**src/rtl/handshake_fifo.sv**
```systemverilog
// DEPTH-entry show-ahead FIFO between HLS channel endpoints.
// The input side is either pulse-ack (IN_MODE=0) or streaming valid/ready (IN_MODE=1).
module handshake_fifo #(
    parameter int WIDTH   = 32,
    parameter int DEPTH   = 4,
    parameter int IN_MODE = 0
) (
    input  logic                         clk,
    input  logic                         rst,
    input  logic [WIDTH-1:0]             channel_in_data,
    input  logic                         channel_in_en,
    output logic                         channel_in_ack,
    output logic [WIDTH-1:0]             channel_out_data,
    output logic                         channel_out_en,
    input  logic                         channel_out_rdy,
    output logic [$clog2(DEPTH+1)-1:0]   count
);

    localparam int AW = $clog2(DEPTH);
    localparam int CW = $clog2(DEPTH+1);

    logic [WIDTH-1:0] mem [DEPTH];
    logic [AW-1:0]    wr_ptr;
    logic [AW-1:0]    rd_ptr;
    logic [CW-1:0]    count_q;
    logic             full;
    logic             empty;
    logic             push;
    logic             pop;

    assign full  = (count_q == CW'(DEPTH));
    assign empty = (count_q == '0);
    assign pop   = !empty && channel_out_rdy;

    generate
        if (IN_MODE == 0) begin : g_pulse_ack
            logic ack_q;

            // ack masks en for one cycle so a held word is not taken twice
            assign push           = channel_in_en && !ack_q && !full;
            assign channel_in_ack = ack_q;

            always_ff @(posedge clk or negedge rst) begin
                if (!rst) begin
                    ack_q <= 1'b0;
                end else begin
                    ack_q <= push;
                end
            end
        end else begin : g_streaming
            // gated by rst so ack drops immediately while reset is held
            assign channel_in_ack = rst && !full;
            assign push           = channel_in_en && channel_in_ack;
        end
    endgenerate

    always_ff @(posedge clk or negedge rst) begin
        if (!rst) begin
            wr_ptr  <= '0;
            rd_ptr  <= '0;
            count_q <= '0;
        end else begin
            if (push) begin
                wr_ptr <= wr_ptr + 1'b1;
            end
            if (pop) begin
                rd_ptr <= rd_ptr + 1'b1;
            end
            if (push && !pop && !full) begin
                count_q <= count_q + 1'b1;
            end else if (pop && !push && !empty) begin
                count_q <= count_q - 1'b1;
            end
        end
    end

    // storage is deliberately left out of reset
    always_ff @(posedge clk) begin
        if (push) begin
            mem[wr_ptr] <= channel_in_data;
        end
    end

    assign channel_out_data = mem[rd_ptr];
    assign channel_out_en   = !empty;
    assign count            = count_q;

endmodule

```
**config.mk**
```make
export PLATFORM = sky130hd
export DESIGN_NAME = handshake_fifo
export DESIGN_NICKNAME = d
export VERILOG_FILES = /design/src/rtl/handshake_fifo.sv
export SDC_FILE = /design/constraint.sdc
export NUM_CORES = 1
export LEC_CHECK = 0
export BUFFER_PORTS_ARGS = -buffer_cell sky130_fd_sc_hd__buf_2
export CAP_MARGIN = 20
export CORE_UTILIZATION = 55
export CTS_CLUSTER_DIAMETER = 100
export DETAILED_ROUTE_END_ITERATION = 8
export PLACE_DENSITY_LB_ADDON = 0.25
export SYNTH_ARGS = -nofsm -noshare
export SYNTH_HDL_FRONTEND = slang
export SYNTH_SLANG_ARGS = --single-unit
```
**constraint.sdc**
```tcl
create_clock -name clk -period 5.1 [get_ports clk]
set_clock_uncertainty 0.15 [all_clocks]
set_input_delay 1.53 -clock clk [delete_from_list [all_inputs] [get_ports clk]]
set_output_delay 1.53 -clock clk [all_outputs]
set_load 0.02 [all_outputs]
```
==> key figures <==
Run status
  – Status: complete, but fails checks
  – Failing checks: DRC

Global route
  – Grt ovf: 0
  – Largest net degree at the start of global routing: 33
  – Initial antenna violation count: 1
  – First-pass GRT wire length: about 13 mm
  – GRT Total Usage: roughly a fifth
  – Vias in the first global route: 2478

Timing
  – Worst Tran Pin Value: about 0.89 ns
  – Slew headroom: about two fifths
  – Count of final hold-check violations: 0
  – Final count of negative-setup-slack endpoints: 0
  – RSZ-0062 raised after global routing: no
  – Final worst path period share: between 70% and 80%
  – Slew Viols, Final: 0
  – Fin crit period: 4.049 ns
  – Fin Setup TNS: 0 ns
  – Achievable frequency: 247.0 MHz

Yosys
  – Post-synth top area share: between 70 and 80%
  – Synth area leaders: edfxtp_1, mux4_2, dfrtp_1, ha_1, xnor2_1
  – Synth async-reset ratio: approximately 5.9%
  – Post-synthesis instance total: 207
  – Ys Warns: 0
  – Count of cell types in the netlist: 22
  – Top-count cell post-synth: edfxtp_1
  – Top FF cell, synth: edfxtp_1
  – Syn Area/Cell: 24.45 µm²
  – Yosys reg bits: 136
  – Post-synthesis sequential area ratio: about four fifths
  – Synth cell count leaders: edfxtp_1, mux4_2, dfrtp_1
  – Synthesized area: about 0.005 mm²
  – Syn_nets: approximately 250
  – Post-synth EDFFs: approximately 130
  – Cell taking the most area after synthesis: edfxtp_1

Clock tree
  – TritonCTS clock tree: built
  – Worst skew pair latency: roughly 0.5 ns
  – CTS root buffer: clkbuf_8
  – Hold Buf Count CTS: 0
  – Clock buffer depth: 2
  – Post-CTS Setup Bufs: 0
  – CTS Buf Count: 17
  – Max H-tree Level: 4
  – Worst-path clk slew: roughly 0.060 ns
  – CTS resizes: 0
  – # clock sinks: between 100 and 150

Placed design
  – Routability cong.: about 0.69
  – Port Buffers: between 70 and 80
  – Final HPWL DP: 4.977 mm

Critical path
  – Slowest-stage cell, CP: dfrtp_2
  – CP delay by family, top: flip-flops
  – Crit path largest cell delay: ~0.81 ns
  – CP arrival: ~2.4 ns
  – Buf/Inv on CP: 2
  – CP startpoint kind: flop
  – CP Capture Type: output pin
  – CP Data Required Time: ~3.4 ns
  – Cell Chain, Critical Path: buf_4 -> mux4_2 -> buf_2
  – Setup CP Type: reg -> out
  – Crit Path Max Fanout: 21

Power
  – Logic pwr share: between 20 and 30%
  – Net Sw Power: 0.001145 W
  – Switching share of power: 30.37%
  – Leak pwr: ~2.1 nW
  – P per Cell Area: roughly 620 mW/mm²
  – Clock network fraction of total power: between 30% and 40%
  – Max VDD drop: between 0.3 and 0.4 mV
  – Sequential share of power: about two fifths
  – Int Pwr: about 0.0026 W

Routing
  – Initial DRC count: just under 100
  – Drt via density: approximately 5.6
  – Drt pass-1 iters: 6
  – Routed wire per std cell: about 20 µm
  – WL final: 8.279 mm
  – Remaining design rule violation count: 6
  – Antenna viol nets, final: 0
  – Via count: 2314

Floorplanning
  – Row count: 34
  – DIE AREA: roughly 0.0096 mm²
  – IO Count: 73
  – Die height: roughly 100 µm
  – Starting Density: 57.47%
  – Core Box Area: a little under 0.009 mm²
  – Die width: about 100 µm

Layout
  – Nets: 334
  – Fillers: 540
  – Final core occ: a little over two thirds
  – ANT cells: 0
  – Area Overhead vs Synth: 20.87%
  – Share of cells above drive strength 1: 46.89%

Job
  – Max-cap violations: 0

Hold path
  – Worst min path class: reg -> reg
==> registers in the layout, summed over array words and instances (netlist names) <==
name,flops
channel_in_ack,1
mem,128
wr_ptr,2
rd_ptr,2
count,3
==> cells by family (layout without fill, tap and decap cells) <==
family                     count (synthesis)  count (layout)  synth area share (%)
muxes                                     34              34                 14.66
and+or+nand+nor                           12              12                 1.261
DFF                                      136             136                 79.90
adders and majority gates                  5               5                 1.384
xor gates and xnor gates                   6               6                 1.038
buffers and inverters                     11             109                 1.137
AOI/OAI and AO/OA                          3               3                0.6178
==> worst reg2reg max path: stages (launching register included) <==
cell     delay, ns
dfrtp_1       0.52
nor2_1        0.07
a21oi_1       0.30
buf_4         0.22
nand2_1       0.08
fa_1          0.40
and2_1        0.15
mux2i_1       0.19
xnor2_1       0.14
==> layout by cell type, fill, tap and decap left out, types with 2 or more instances in the layout <==
master	instances
clkinvlp_4	4
and2_2	4
nand2_1	2
buf_4	4
buf_2	72
clkbuf_16	16
clkinv_4	2
bufinv_16	3
ha_1	4
dfrtp_1	7
xnor2_1	5
mux4_2	32
nor2_1	2
edfxtp_1	128
clkinv_2	3
inv_1	2
==> layer usage <==
| layer | vias up | global-route usage (%) | part of all wire, % |
|---|---|---|---|
| met5 | - | 0 | 0 |
| met4 | 0 | 8.392 | 1.6 |
| met3 | 12 | 5.655 | 4.5 |
| met2 | 57 | 31.53 | 51 |
| met1 | 1211 | 24.07 | 42 |
| li1 | 1034 | - | - |
==> power by group through the flow <==
stage / Sequential, W / Combinational, W / Clock, W
finish: 0.00156 / 0.00104 / 0.00117
global route: 0.00159 / 0.00112 / 0.00122
CTS: 0.00156 / 0.00106 / 0.00118
detailed placement: 0.00159 / 0.00106 / 0
global placement: 0.00157 / 0.00105 / 0
floorplan: 0.00152 / 0.000794 / 0
==> cell type report <==
| type | instances | area, µm² | share of cell area (%) |
|---|---|---|---|
| repair buffers | 76 | 390.4 | 6.382 |
| inverters | 2 | 7.507 | 0.1227 |
| clock buffers | 18 | 417.9 | 6.832 |
| well taps | 108 | 135.1 | 2.209 |
| flip-flops and latches | 136 | 4045 | 66.13 |
| clock inverters | 13 | 156.4 | 2.557 |
| multi-input cells | 60 | 964.7 | 15.77 |
==> worst paths after layout <==
check | from | endpoint | slack (ns) | cells past startpoint
max | rd_ptr[0] | channel_out_data[2] | 1.05 | 3
min | count[2] | count[2] | 0.46 | 1
max reg2reg | count[0] | count[2] | 2.82 | 8
min reg2reg | count[2] | count[2] | 0.46 | 1
max in group asynchronous | rst | rd_ptr[0] | 3.90 | 1
min in group asynchronous | rst | channel_in_ack | 0.71 | 1
==> metrics by stage <==
step	power (W)	worst slack [ns]	instances	hold WS [ns]	cell area [µm²]
floorplan	0.002317	1.786	207	0.4296	5061
detailed placement	0.002646	1.546	382	0.4471	5543
finish	0.003771	1.051	413	0.4570	6117
global placement	0.002620	1.537	382	0.4273	5543
global route	0.003922	0.8981	413	0.4757	6117
CTS	0.003806	1.002	413	0.4592	6117
(Power assumes the default switching activity.)
